File: src/rtl/flash_loader_pkg.sv
// Shared types and constants for the boot-time SPI flash to RAMIO copier.
package flash_loader_pkg;

    typedef enum logic [3:0] {
        IDLE,
        CS_ASSERT,
        SEND_CMD,
        SEND_ADDR,
        READ_BYTE,
        WRITE_REQ,
        WRITE_WAIT,
        FINISH,
        DONE
    } state_t;

    localparam logic [7:0] FLASH_CMD_READ  = 8'h03;
    localparam logic [1:0] WRITE_TYPE_WORD = 2'b11;
    localparam logic [1:0] WRITE_TYPE_NONE = 2'b00;
    localparam logic [2:0] READ_TYPE_NONE  = 3'b000;

endpackage

File: src/rtl/flash_loader_if.sv
// Flash SPI pins and RAMIO request bus; master is the loader, slave is the memory side.
interface flash_loader_if;

    logic        flash_clk;
    logic        flash_miso;
    logic        flash_mosi;
    logic        flash_cs;

    logic        ramio_enable;
    logic [1:0]  ramio_write_type;
    logic [2:0]  ramio_read_type;
    logic [31:0] ramio_address;
    logic [31:0] ramio_data_in;
    logic        ramio_busy;

    modport master (
        output flash_clk, flash_mosi, flash_cs,
        input  flash_miso,
        output ramio_enable, ramio_write_type, ramio_read_type,
        output ramio_address, ramio_data_in,
        input  ramio_busy
    );

    modport slave (
        input  flash_clk, flash_mosi, flash_cs,
        output flash_miso,
        input  ramio_enable, ramio_write_type, ramio_read_type,
        input  ramio_address, ramio_data_in,
        output ramio_busy
    );

endinterface

File: src/rtl/flash_loader_spi_shifter.sv
// Mode-0 SPI bit engine: two clk cycles per bit, MSB-first TX from a left-aligned
// 24-bit word and an 8-bit RX register; done pulses one cycle after the last bit.
module flash_loader_spi_shifter (
    input  logic        clk,
    input  logic        rst,
    input  logic        start,
    input  logic [4:0]  num_bits,
    input  logic [23:0] tx_data,
    input  logic        miso,
    output logic        sck,
    output logic        mosi,
    output logic        done,
    output logic [7:0]  rx_data
);

    logic        active_q, active_d;
    logic        phase_q, phase_d;
    logic [4:0]  bits_left_q, bits_left_d;
    logic [23:0] shreg_q, shreg_d;
    logic [7:0]  rx_q, rx_d;
    logic        sck_q, sck_d;
    logic        mosi_q, mosi_d;
    logic        done_q, done_d;

    // Phase 0 presents the next MOSI bit with SCK low; the edge that ends phase 1
    // samples MISO and drops SCK again.
    always_comb begin
        active_d    = active_q;
        phase_d     = phase_q;
        bits_left_d = bits_left_q;
        shreg_d     = shreg_q;
        rx_d        = rx_q;
        sck_d       = sck_q;
        mosi_d      = mosi_q;
        done_d      = 1'b0;
        if (!active_q) begin
            if (start) begin
                active_d    = 1'b1;
                phase_d     = 1'b0;
                bits_left_d = num_bits;
                mosi_d      = tx_data[23];
                shreg_d     = {tx_data[22:0], 1'b0};
                sck_d       = 1'b0;
            end
        end else if (!phase_q) begin
            phase_d = 1'b1;
            sck_d   = 1'b1;
        end else begin
            rx_d    = {rx_q[6:0], miso};
            sck_d   = 1'b0;
            phase_d = 1'b0;
            if (bits_left_q == 5'd1) begin
                active_d = 1'b0;
                done_d   = 1'b1;
            end else begin
                bits_left_d = bits_left_q - 5'd1;
                mosi_d      = shreg_q[23];
                shreg_d     = {shreg_q[22:0], 1'b0};
            end
        end
    end

    always_ff @(posedge clk or posedge rst) begin
        if (rst) begin
            active_q    <= 1'b0;
            phase_q     <= 1'b0;
            bits_left_q <= 5'd0;
            shreg_q     <= 24'h0;
            rx_q        <= 8'h0;
            sck_q       <= 1'b0;
            mosi_q      <= 1'b0;
            done_q      <= 1'b0;
        end else begin
            active_q    <= active_d;
            phase_q     <= phase_d;
            bits_left_q <= bits_left_d;
            shreg_q     <= shreg_d;
            rx_q        <= rx_d;
            sck_q       <= sck_d;
            mosi_q      <= mosi_d;
            done_q      <= done_d;
        end
    end

    assign sck     = sck_q;
    assign mosi    = mosi_q;
    assign done    = done_q;
    assign rx_data = rx_q;

endmodule

File: src/rtl/flash_loader.sv
// Boot copier: streams TRANSFER_BYTES_NUM bytes from SPI flash (READ 0x03) into RAM
// as little-endian 32-bit words through RAMIO, then holds done until the next start.
module flash_loader
    import flash_loader_pkg::*;
#(
    parameter int          TRANSFER_BYTES_NUM = 4096,
    parameter logic [23:0] FLASH_START_ADDR   = 24'h00_0000,
    parameter logic [31:0] RAM_START_ADDR     = 32'h0000_0000
) (
    input  logic              clk,
    input  logic              rst,
    input  logic              start,
    output logic              busy,
    output logic              done,
    flash_loader_if.master    bus
);

    localparam int CNT_W = $clog2(TRANSFER_BYTES_NUM) + 1;

    if ((TRANSFER_BYTES_NUM <= 0) || ((TRANSFER_BYTES_NUM % 4) != 0)) begin : g_bad_transfer_size
        $error("flash_loader: TRANSFER_BYTES_NUM must be a nonzero multiple of 4");
    end

    state_t             state_q, state_d;
    logic               busy_q, busy_d;
    logic               done_q, done_d;
    logic               cs_q, cs_d;
    logic [31:0]        addr_q, addr_d;
    logic [31:0]        data_q, data_d;
    logic [CNT_W-1:0]   byte_cnt_q, byte_cnt_d;
    logic               wait_armed_q, wait_armed_d;

    logic               spi_start;
    logic [4:0]         spi_bits;
    logic [23:0]        spi_tx;
    logic               spi_done;
    logic [7:0]         spi_rx;
    logic               spi_sck;
    logic               spi_mosi;
    logic               ram_req;

    flash_loader_spi_shifter u_spi_shifter (
        .clk      (clk),
        .rst      (rst),
        .start    (spi_start),
        .num_bits (spi_bits),
        .tx_data  (spi_tx),
        .miso     (bus.flash_miso),
        .sck      (spi_sck),
        .mosi     (spi_mosi),
        .done     (spi_done),
        .rx_data  (spi_rx)
    );

    // The write request is gated by the live ramio_busy so a request can never be
    // issued into a busy RAMIO, even for a single cycle.
    always_comb begin
        state_d      = state_q;
        busy_d       = busy_q;
        done_d       = done_q;
        cs_d         = cs_q;
        addr_d       = addr_q;
        data_d       = data_q;
        byte_cnt_d   = byte_cnt_q;
        wait_armed_d = wait_armed_q;
        spi_start    = 1'b0;
        spi_bits     = 5'd8;
        spi_tx       = 24'h0;
        ram_req      = 1'b0;
        case (state_q)
            IDLE, DONE: begin
                if (start) begin
                    state_d    = CS_ASSERT;
                    busy_d     = 1'b1;
                    done_d     = 1'b0;
                    cs_d       = 1'b0;
                    addr_d     = RAM_START_ADDR;
                    data_d     = 32'h0;
                    byte_cnt_d = '0;
                end
            end
            CS_ASSERT: begin
                spi_start = 1'b1;
                spi_tx    = {FLASH_CMD_READ, 16'h0000};
                state_d   = SEND_CMD;
            end
            SEND_CMD: begin
                if (spi_done) begin
                    spi_start = 1'b1;
                    spi_bits  = 5'd24;
                    spi_tx    = FLASH_START_ADDR;
                    state_d   = SEND_ADDR;
                end
            end
            SEND_ADDR: begin
                if (spi_done) begin
                    spi_start = 1'b1;
                    state_d   = READ_BYTE;
                end
            end
            READ_BYTE: begin
                if (spi_done) begin
                    data_d[{byte_cnt_q[1:0], 3'b000} +: 8] = spi_rx;
                    byte_cnt_d = byte_cnt_q + CNT_W'(1);
                    if (byte_cnt_q[1:0] == 2'd3) begin
                        state_d      = WRITE_REQ;
                        wait_armed_d = 1'b0;
                    end else begin
                        spi_start = 1'b1;
                    end
                end
            end
            WRITE_REQ: begin
                if (!bus.ramio_busy) begin
                    ram_req      = 1'b1;
                    state_d      = WRITE_WAIT;
                    wait_armed_d = 1'b0;
                end
            end
            WRITE_WAIT: begin
                // The first cycle is skipped because RAMIO may raise busy one cycle late.
                if (!wait_armed_q) begin
                    wait_armed_d = 1'b1;
                end else if (!bus.ramio_busy) begin
                    wait_armed_d = 1'b0;
                    addr_d       = addr_q + 32'd4;
                    if (byte_cnt_q == CNT_W'(TRANSFER_BYTES_NUM)) begin
                        cs_d    = 1'b1;
                        state_d = FINISH;
                    end else begin
                        spi_start = 1'b1;
                        state_d   = READ_BYTE;
                    end
                end
            end
            FINISH: begin
                busy_d  = 1'b0;
                done_d  = 1'b1;
                state_d = DONE;
            end
            default: state_d = IDLE;
        endcase
    end

    always_ff @(posedge clk or posedge rst) begin
        if (rst) begin
            state_q      <= IDLE;
            busy_q       <= 1'b0;
            done_q       <= 1'b0;
            cs_q         <= 1'b1;
            addr_q       <= RAM_START_ADDR;
            data_q       <= 32'h0;
            byte_cnt_q   <= '0;
            wait_armed_q <= 1'b0;
        end else begin
            state_q      <= state_d;
            busy_q       <= busy_d;
            done_q       <= done_d;
            cs_q         <= cs_d;
            addr_q       <= addr_d;
            data_q       <= data_d;
            byte_cnt_q   <= byte_cnt_d;
            wait_armed_q <= wait_armed_d;
        end
    end

    assign busy                 = busy_q;
    assign done                 = done_q;
    assign bus.flash_clk        = spi_sck;
    assign bus.flash_mosi       = spi_mosi;
    assign bus.flash_cs         = cs_q;
    assign bus.ramio_enable     = ram_req;
    assign bus.ramio_write_type = ram_req ? WRITE_TYPE_WORD : WRITE_TYPE_NONE;
    assign bus.ramio_read_type  = READ_TYPE_NONE;
    assign bus.ramio_address    = addr_q;
    assign bus.ramio_data_in    = data_q;

endmodule

File: src/flat_wrapper.sv
// flat-port wrapper written by rule: the top's interface ports become plain ports
module flash_loader_flat import flash_loader_pkg::*;
#(
    parameter int          TRANSFER_BYTES_NUM = 4096,
    parameter logic [23:0] FLASH_START_ADDR   = 24'h00_0000,
    parameter logic [31:0] RAM_START_ADDR     = 32'h0000_0000
)
  (clk, rst, start, busy, done, bus_flash_clk, bus_flash_mosi, bus_flash_cs, bus_flash_miso, bus_ramio_enable, bus_ramio_write_type, bus_ramio_read_type, bus_ramio_address, bus_ramio_data_in, bus_ramio_busy);
  flash_loader_if bus_i ();
  input  logic clk;
  input  logic rst;
  input  logic start;
  output logic busy;
  output logic done;
  output wire logic [$bits(bus_i.flash_clk)-1:0] bus_flash_clk;
  output wire logic [$bits(bus_i.flash_mosi)-1:0] bus_flash_mosi;
  output wire logic [$bits(bus_i.flash_cs)-1:0] bus_flash_cs;
  input wire logic [$bits(bus_i.flash_miso)-1:0] bus_flash_miso;
  output wire logic [$bits(bus_i.ramio_enable)-1:0] bus_ramio_enable;
  output wire logic [$bits(bus_i.ramio_write_type)-1:0] bus_ramio_write_type;
  output wire logic [$bits(bus_i.ramio_read_type)-1:0] bus_ramio_read_type;
  output wire logic [$bits(bus_i.ramio_address)-1:0] bus_ramio_address;
  output wire logic [$bits(bus_i.ramio_data_in)-1:0] bus_ramio_data_in;
  input wire logic [$bits(bus_i.ramio_busy)-1:0] bus_ramio_busy;
  assign bus_flash_clk = bus_i.flash_clk;
  assign bus_flash_mosi = bus_i.flash_mosi;
  assign bus_flash_cs = bus_i.flash_cs;
  assign bus_i.flash_miso = bus_flash_miso;
  assign bus_ramio_enable = bus_i.ramio_enable;
  assign bus_ramio_write_type = bus_i.ramio_write_type;
  assign bus_ramio_read_type = bus_i.ramio_read_type;
  assign bus_ramio_address = bus_i.ramio_address;
  assign bus_ramio_data_in = bus_i.ramio_data_in;
  assign bus_i.ramio_busy = bus_ramio_busy;
  flash_loader #(.TRANSFER_BYTES_NUM(TRANSFER_BYTES_NUM), .FLASH_START_ADDR(FLASH_START_ADDR), .RAM_START_ADDR(RAM_START_ADDR)) u_core (.clk(clk), .rst(rst), .start(start), .busy(busy), .done(done), .bus(bus_i));
endmodule
File: config.mk
export PLATFORM = sky130hd
export DESIGN_NAME = flash_loader_flat
export DESIGN_NICKNAME = d
export VERILOG_FILES = /design/src/rtl/flash_loader_pkg.sv /design/src/rtl/flash_loader_if.sv /design/src/rtl/flash_loader_spi_shifter.sv /design/src/rtl/flash_loader.sv /design/src/flat_wrapper.sv
export SDC_FILE = /design/constraint.sdc
export NUM_CORES = 1
export LEC_CHECK = 0
export CELL_PAD_IN_SITES_DETAIL_PLACEMENT = 1
export CELL_PAD_IN_SITES_GLOBAL_PLACEMENT = 1
export CORE_ASPECT_RATIO = 1.5
export CORE_MARGIN = 5
export CORE_UTILIZATION = 40
export DETAILED_ROUTE_END_ITERATION = 12
export PLACE_DENSITY_LB_ADDON = 0.05
export SYNTH_ARGS = -nofsm -noshare
export SYNTH_HDL_FRONTEND = slang
export SYNTH_SLANG_ARGS = --single-unit
File: constraint.sdc
create_clock -name clk -period 10.7 [get_ports clk]
set_clock_uncertainty 0.15 [all_clocks]
set_input_delay 3.21 -clock clk [delete_from_list [all_inputs] [get_ports clk]]
set_output_delay 3.21 -clock clk [all_outputs]
set_load 0.03 [all_outputs]
==> out/metrics.cfg, run 1 <==
[worst_hold_path]
min_path_type = flop to flop
holdPathStages = 2
worstHoldStart = u_core.bus.ramio_data_in[1]$_DFFE_PP0P_
whs_endpoint = u_core.bus.ramio_data_in[1]$_DFFE_PP0P_

[final_layout]
fillerInstances = 1444
seq_area_um2 = 2680
final_area_um2 = 6320
final_common_cell = dfrtp_1
multiInputGateArea_um2 = 2290
layout.nets = 612
final_cell_mix = 106 x dfrtp_1, 90 x nand2_1, 74 x clkdlybuf4s50_1, 51 x o21ai_0, 35 x nor2_1
area_growth_pct = 22.5
diodes = 0
fin_cells = 761
drive_gt1_frac = 0.0595

[critical_path]
worstPathCellList = clkdlybuf4s50_1, nor4b_1, clkdlybuf4s50_1
worstPathArrival_ns = 4.92
critPathKind = input port to output port
r2r_end = u_core.bus.ramio_data_in[3]$_DFFE_PP0P_
crit_family = buffers and inverters
worst_setup_path_start_kind = input port
r2r_slack_ns = 7.58
end_kind = output port
r2r_cells = 5
critPathMaxStageDelay_ns = 0.76
critPathMostFrequentCell = clkdlybuf4s50_1
r2r-start = u_core.state_q[2]$_DFFE_PP0P_
cp_num_buf_inv = 2
path_max_fanout = 5
worstPathRequired_ns = 7.34
crit_slowest_cell = clkdlybuf4s50_1

[place]
preCtsSetupSlack_ns = 2.38
dpl-instance-area_um2 = 5990
gp_congestion = 0.823
place_inst = 745
dp_hpwl_mm = 10.0
portBuffers = 74

[global_route]
use_met3 = 0.0398
grt_max_degree = 55
first_global_vias = 4728
grt_use_met1 = 0.228
grt_antenna_before_repair = 0
busiest_layer = met2
track_usage = 0.192
grtUsageMet2 = 0.345
grt_pass1_wl_mm = 23.5
grt-ovfl-total = 0

[logic_synthesis]
syn-cell-area_um2 = 5160
synth.top_cell.area_share = 0.514
synth-seq-cells = 107
synth-edff-count = 0
synth_warnings = 0
synth_ff_type = dfrtp_1
synthCells = 538
avgSynthCellArea_um2 = 9.58
yosysSeqAreaShare = 0.520
synthDistinctLibCells = 54
yosysTopAreaCell = dfrtp_1
yosys-top-cells-area = dfrtp_1 51%, nand2_1 6.6%, o21ai_0 5.0%
synth_async_sr_flop_share = 1.00

[routing]
remaining_drc_errors = 0
final_antenna_net_count = 0
drt_iter0_drc = 103
routed_wl_mm = 14.0
viasPerCell = 5.65
firstDrtPassIters = 4
post_drt_wl_per_cell_um = 18.4
vias = 4299

[clock_tree]
htreeDepth = 3
cts_root_buffer = clkbuf_16
hold_buffers = 0
insertion_delay_ns = 0.35
post_cts_buffers = 0
clkTransAtPathRegs_ns = 0.07
clockBufferDepth = 2
cts_tree = yes
cts_made_buffers = 9
cts_resized = 0
cts_sinks = 107

[flow_run]
maxCapViolations = 0

[floorplanning]
pin_count = 80
chipHeight_um = 149
core_area_um2 = 12600
die_area_um2 = 15300
rows = 50
initial_core_util = 0.410
die_w_um = 103

[sta]
post-route-min-period_ns = 8.28
max-slew-margin-rel = 0.230
hold_viol = 0
timing.setup.tns_ns = 0
slew_violations = 0
finalSetupViolCount = 0
setup_ws_ns = 2.42
grt_setup_unrepaired = no
whs_ns = 0.335
fmax_ghz = 0.121
finalCritPeriodShare = 0.774
worstMarginPinSlew_ns = 1.15

[power]
ir_worst_vdd_mv = 0.163
p_leak_nw = 2.60
powerDensity_nw_per_um2 = 208

[outcome]
outcome = completed

routing by layer:
metal / wire [um] / share of wire
met4: 198 / 0.014
met5: 0 / 0
met3: 509 / 0.036
met1: 5820 / 0.41
met2: 7510 / 0.54
worst max path at each step:
stage	startpoint	end	slack (ns)	depth (start not counted)
after detailed placement	bus_ramio_busy	bus_ramio_write_type[1]	2.38	3
after floorplan	bus_ramio_busy	bus_ramio_write_type[0]	2.59	2
after global routing	bus_ramio_busy	bus_ramio_enable	2.23	3
after global placement	bus_ramio_busy	bus_ramio_write_type[1]	2.45	3
final	bus_ramio_busy	bus_ramio_write_type[1]	2.42	3
after CTS	bus_ramio_busy	bus_ramio_write_type[1]	2.37	3
Yosys cell counts, drive strengths merged, types with 5 or more instances:
cell type    n
dfrtp      106
a22o        17
xnor2       12
nor2        35
nand2       90
nor3         7
and3         5
nor4        15
inv         14
a31oi        5
nand3       27
or3          7
clkbuf      19
nand4       14
mux2         8
nor4b       10
ha           7
buf         12
xor2        11
a21oi       13
o21ai       56
metrics by stage:
stage	power (W)	utilization
floorplan	0.000826	-
global placement	0.000938	0.476
detailed placement	0.000955	0.476
CTS	0.00133	0.502
global route	0.00140	0.502
finish	0.00131	0.502
power by group:
group	internal [W]	switching (W)
Combinational	0.000140	0.000235
Sequential	0.000463	0.000104
Clock	0.000210	0.000163
cell type report:
cell class                 count  area share
sequential                   107       0.424
multi-input combinational    390       0.362
timing repair buffer          78       0.122
clock buffer                   9      0.0356
tap                          156      0.0309
clock inverter                 7      0.0170
inverter                      14     0.00871
sequential cells by signal, summed over array words and instances (netlist names):
signal	flops
u_core.bus.flash_cs	1
u_core.u_spi_shifter.active_q	1
u_core.bus.ramio_address	30
u_core.u_spi_shifter.shreg_q	7
u_core.done	1
u_core.byte_cnt_q	13
u_core.u_spi_shifter.mosi	1
u_core.bus.ramio_data_in	32
u_core.busy	1
u_core.u_spi_shifter.sck	1
u_core.u_spi_shifter.done	1
u_core.u_spi_shifter.bits_left_q	5
u_core.state_q	4
u_core.u_spi_shifter.rx_data	8
u_core.wait_armed_q	1
logic make-up (layout without fill, tap and decap cells):
group,after synthesis,after routing,synth area share
compound gates,112,112,0.136
xor+xnor,23,23,0.0391
fa+ha+maj,7,7,0.0170
buf+inv,45,108,0.0410
flops,107,107,0.520
mux,12,12,0.0252
other cells,1,5,0.000727
simple gates,231,231,0.222
worst reg2reg max path: cells and delay by family (launching register included):
kind | cells | cell delay, ns
AND/OR/NAND/NOR | 2 | 0.39
flip-flops | 1 | 0.70
AO/OA/AOI/OAI | 3 | 1.73
No activity file was read; power rests on OpenSTA's default activity.
==> inputs of run 2 (changes only) <==
==> constraint.sdc (replaced) <==
create_clock -name clk -period 8.4 [get_ports clk]
set_clock_uncertainty 0.15 [all_clocks]
set_input_delay 2.52 -clock clk [delete_from_list [all_inputs] [get_ports clk]]
set_output_delay 2.52 -clock clk [all_outputs]
set_load 0.03 [all_outputs]
==> out/metrics.cfg, run 2 (same netlist as run 1, synthesis figures left out) <==
[sta]
hold_viol = 0
grt_setup_unrepaired = no
post-route-min-period_ns = 6.90
slew_violations = 0
fmax_ghz = 0.145
finalSetupViolCount = 0
worstMarginPinSlew_ns = 1.13
finalCritPeriodShare = 0.821
timing.setup.tns_ns = 0
max-slew-margin-rel = 0.241

[routing]
final_antenna_net_count = 0
post_drt_wl_per_cell_um = 18.2
firstDrtPassIters = 4
drt_iter0_drc = 133
viasPerCell = 5.66
vias = 4307
remaining_drc_errors = 0
routed_wl_mm = 13.8

[final_layout]
layout.nets = 612
area_growth_pct = 21.9
final_common_cell = dfrtp_1
drive_gt1_frac = 0.0595
fillerInstances = 1446
final_cell_mix = 106 x dfrtp_1, 90 x nand2_1, 74 x clkdlybuf4s50_1, 51 x o21ai_0, 35 x nor2_1
largest_reg_flops = 32
diodes = 0
fin_util = 0.500

[critical_path]
r2r_slack_ns = 5.18
worstPathCellList = clkdlybuf4s50_1, nor4b_1, clkdlybuf4s50_1
cp_num_buf_inv = 2
worstPathArrival_ns = 4.23
r2r-start = u_core.state_q[2]$_DFFE_PP0P_
critPathMaxStageDelay_ns = 0.77
worstSetupEndpoint = bus_ramio_write_type[0]
worst_setup_path_start_kind = input port
path_max_fanout = 5
critPathLaunch = bus_ramio_busy
crit_family = buffers and inverters
end_kind = output port
crit_slowest_cell = clkdlybuf4s50_1
critPathMostFrequentCell = clkdlybuf4s50_1
critPathKind = input port to output port
r2r_end = u_core.bus.ramio_data_in[30]$_DFFE_PP0P_
r2r_cells = 4
cp.depth = 3
worstPathRequired_ns = 5.73

[clock_tree]
cts_root_buffer = clkbuf_16
cts_tree = yes
clkTransAtPathRegs_ns = 0.07
htreeDepth = 3
post_cts_buffers = 0
insertion_delay_ns = 0.34
cts_resized = 0
cts_sinks = 107
hold_buffers = 0
clockBufferDepth = 2
cts_made_buffers = 9

[floorplanning]
pin_count = 80
die_w_um = 103
die_area_um2 = 15300
core_area_um2 = 12600
chipHeight_um = 149
rows = 50
initial_core_util = 0.410

[global_route]
grt_max_degree = 55
grt_antenna_before_repair = 0
grt_pass1_wl_mm = 23.1
grt-ovfl-total = 0
first_global_vias = 4549
track_usage = 0.189

[power]
p_int_w = 0.00100
pwr-share-seq = 0.444
ir_worst_vdd_mv = 0.138
switching_share = 0.385
powerDensity_nw_per_um2 = 259
p_sw_w = 0.000626
p_leak_nw = 2.58
power_frac_clock = 0.261
p_comb_frac = 0.295

[worst_hold_path]
min_path_type = flop to flop

[place]
gp_congestion = 0.836
portBuffers = 74
dp_hpwl_mm = 9.81

[flow_run]
maxCapViolations = 0

[outcome]
outcome = completed

[run 2: changes by cell type in the layout (fill, tap and decap cells not counted), sizes merged]
cell	change
bufinv	-1
clkinvlp	+1
inv	-2
clkbuf	+1
clkinv	+1
[run 2: how the worst min path moves through the flow]
| stage | startpoint | to | slack, ns | depth (start not counted) |
|---|---|---|---|---|
| finish | u_core.bus.ramio_data_in[9]$_DFFE_PP0P_ | u_core.bus.ramio_data_in[9]$_DFFE_PP0P_ | 0.33 | 2 |
| global placement | u_core.bus.ramio_data_in[9]$_DFFE_PP0P_ | u_core.bus.ramio_data_in[9]$_DFFE_PP0P_ | 0.32 | 2 |
| floorplan | u_core.byte_cnt_q[12]$_DFFE_PP0P_ | u_core.byte_cnt_q[12]$_DFFE_PP0P_ | 0.29 | 1 |
| detailed placement | u_core.bus.ramio_data_in[9]$_DFFE_PP0P_ | u_core.bus.ramio_data_in[9]$_DFFE_PP0P_ | 0.32 | 2 |
| CTS | u_core.bus.ramio_data_in[9]$_DFFE_PP0P_ | u_core.bus.ramio_data_in[9]$_DFFE_PP0P_ | 0.34 | 2 |
| global route | u_core.bus.ramio_data_in[9]$_DFFE_PP0P_ | u_core.bus.ramio_data_in[9]$_DFFE_PP0P_ | 0.37 | 2 |
[run 2: power groups by stage]
stage	sequential (W)	clock, W	combinational (W)
after CTS	0.000724	0.000434	0.000486
final	0.000723	0.000424	0.000480
after floorplan	0.000702	0	0.000350
after detailed placement	0.000733	0	0.000480
after global routing	0.000740	0.000457	0.000533
after global placement	0.000731	0	0.000464
[run 2: cell type report]
type,instances,area (um2),area share
inverter,14,55.1,0.00876
clock buffer,10,229,0.0364
multi-input combinational,390,2290,0.365
tap,156,195,0.0311
clock inverter,6,63.8,0.0102
timing repair buffer,78,771,0.123
sequential,107,2680,0.426
[run 2: per-layer routing]
metal,share of wire,routed length (um),up-vias,GRT usage
met5,0,0,-,0
met4,0.016,228,0,0.0643
met3,0.038,523,14,0.0337
met2,0.53,7330,76,0.325
met1,0.42,5770,2185,0.236
li1,-,-,2032,-
[run 2: through the flow]
step                      power (W)  worst slack [ns]  instances  hold slack [ns]  cell area (um2)
after global placement      0.00119              1.53        745            0.316             5990
final                       0.00163              1.50        761            0.331             6280
after global routing        0.00173              1.33        761            0.365             6280
after CTS                   0.00164              1.48        761            0.337             6280
after floorplan             0.00105              1.67        542            0.293             5170
after detailed placement    0.00121              1.48        745            0.320             5990
[run 2: tightest hold or removal path, delay by kind of cell, from the launching register on]
| family | cells | cell delay [ns] |
|---|---|---|
| flops | 1 | 0.34 |
| compound gates | 1 | 0.06 |
| simple gates | 1 | 0.04 |
==> inputs of run 3 (changes only) <==
==> constraint.sdc (replaced) <==
create_clock -name clk -period 6.4 [get_ports clk]
set_clock_uncertainty 0.15 [all_clocks]
set_input_delay 1.92 -clock clk [delete_from_list [all_inputs] [get_ports clk]]
set_output_delay 1.92 -clock clk [all_outputs]
set_load 0.03 [all_outputs]
==> out/metrics.cfg, run 3 (same netlist as run 1, synthesis figures left out) <==
[outcome]
outcome = completed

[place]
preCtsSetupSlack_ns = 0.624
portBuffers = 74
gp_congestion = 0.818
place_inst = 745
dp_hpwl_mm = 9.98

[worst_hold_path]
worstHoldStart = u_core.bus.ramio_data_in[14]$_DFFE_PP0P_
whs_endpoint = u_core.bus.ramio_data_in[14]$_DFFE_PP0P_
min_path_type = flop to flop
holdPathStages = 2

[power]
power_frac_clock = 0.257
p_comb_frac = 0.295
switching_share = 0.395
p_leak_nw = 2.59
p_sw_w = 0.000835
p_int_w = 0.00128
powerDensity_nw_per_um2 = 337
pwr-share-seq = 0.448
ir_worst_vdd_mv = 0.208

[clock_tree]
cts_made_buffers = 9
clkTransAtPathRegs_ns = 0.08
htreeDepth = 3
post_cts_buffers = 0
cts_root_buffer = clkbuf_16
cts_tree = yes
clockBufferDepth = 2
insertion_delay_ns = 0.35
cts_resized = 0
hold_buffers = 0
cts_sinks = 107

[floorplanning]
initial_core_util = 0.410
die_w_um = 103
die_area_um2 = 15300
pin_count = 80
rows = 50
chipHeight_um = 149
core_area_um2 = 12600

[routing]
wl_met1_mm = 5.86
wl_met2_mm = 7.37
vias = 4293
viasPerCell = 5.64
routed_wl_mm = 13.9
final_antenna_net_count = 0
remaining_drc_errors = 0
post_drt_wl_per_cell_um = 18.2
wl_met3_um = 394
firstDrtPassIters = 4
top_layer = met4
drt_iter0_drc = 140

[sta]
post-route-min-period_ns = 5.75
fmax_ghz = 0.174
worstMarginPinSlew_ns = 1.25
finalCritPeriodShare = 0.899
hold_viol = 0
whs_ns = 0.335
max-slew-margin-rel = 0.157
finalSetupViolCount = 0
slew_violations = 0
grt_setup_unrepaired = no
timing.setup.tns_ns = 0
setup_ws_ns = 0.647

[final_layout]
final_common_cell = dfrtp_1
multiInputGateArea_um2 = 2290
final_cell_mix = 106 x dfrtp_1, 90 x nand2_1, 74 x clkdlybuf4s50_1, 51 x o21ai_0, 35 x nor2_1
layout.nets = 612
largest_reg_flops = 32
drive_gt1_frac = 0.0595
fin_cells = 761
diodes = 0
area_growth_pct = 21.6
fillerInstances = 1439
seq_area_um2 = 2680
fin_util = 0.499

[critical_path]
worstPathRequired_ns = 4.33
r2r_slack_ns = 3.33
r2r_cells = 5
r2r_end = u_core.bus.ramio_data_in[3]$_DFFE_PP0P_
path_max_fanout = 5
end_kind = output port
worstPathArrival_ns = 3.68
r2r-start = u_core.state_q[2]$_DFFE_PP0P_
worst_setup_path_start_kind = input port
critPathLaunch = bus_ramio_busy
critPathKind = input port to output port

[global_route]
grt_max_degree = 80
track_usage = 0.191
grt-ovfl-total = 0
grt_antenna_before_repair = 0
first_global_vias = 4608
grt_pass1_wl_mm = 23.3

[flow_run]
maxCapViolations = 0

[run 3: cell types whose count changed in the layout (fill, tap and decap cells not counted)]
cell        change
bufinv_16       -1
clkbuf_1        -1
clkinv_2        -1
clkinv_4        +3
clkinvlp_4      -2
inv_6           +1
inv_8           +1
nor4_1          +1
nor4_2          -1
[run 3: final cells by class]
cell class | count | share of cell area
repair buffers | 78 | 0.123
clock buffers | 9 | 0.0359
flip-flops and latches | 107 | 0.427
well taps | 156 | 0.0311
multi-input cells | 390 | 0.365
inverters | 14 | 0.00878
clock inverters | 7 | 0.00958
[run 3: how the worst max path moves through the flow]
stage | slack (ns) | cells past startpoint | endpoint
after CTS | 0.63 | 3 | bus_ramio_enable
final | 0.65 | 3 | bus_ramio_enable
after global placement | 0.73 | 3 | bus_ramio_write_type[1]
after global routing | 0.48 | 3 | bus_ramio_enable
after floorplan | 0.87 | 2 | bus_ramio_write_type[0]
after detailed placement | 0.62 | 3 | bus_ramio_enable
[run 3: worst max-delay path: stages]
cell and delay (ns):
clkdlybuf4s50_1 0.47, nor4b_1 0.50, clkdlybuf4s50_1 0.79
[run 3: power groups by stage]
stage               logic (W)  clock network [W]  registers, W
floorplan            0.000460                  0      0.000922
global placement     0.000610                  0      0.000958
detailed placement   0.000634                  0      0.000962
CTS                  0.000635           0.000556      0.000951
global route         0.000693           0.000588      0.000974
finish               0.000625           0.000543      0.000947
[run 3: metal layers]
metal	vias up	global-route usage
li1	2021	-
met1	2189	0.233
met2	68	0.335
met3	15	0.0323
met4	0	0.0624
met5	-	0
[run 3: stage by stage]
step / total power (W) / cell area [um2]
2_1_floorplan: 0.00138 / 5170
3_3_place_gp: 0.00157 / 5990
3_5_place_dp: 0.00160 / 5990
4_1_cts: 0.00214 / 6270
5_1_grt: 0.00226 / 6270
6_report: 0.00211 / 6270
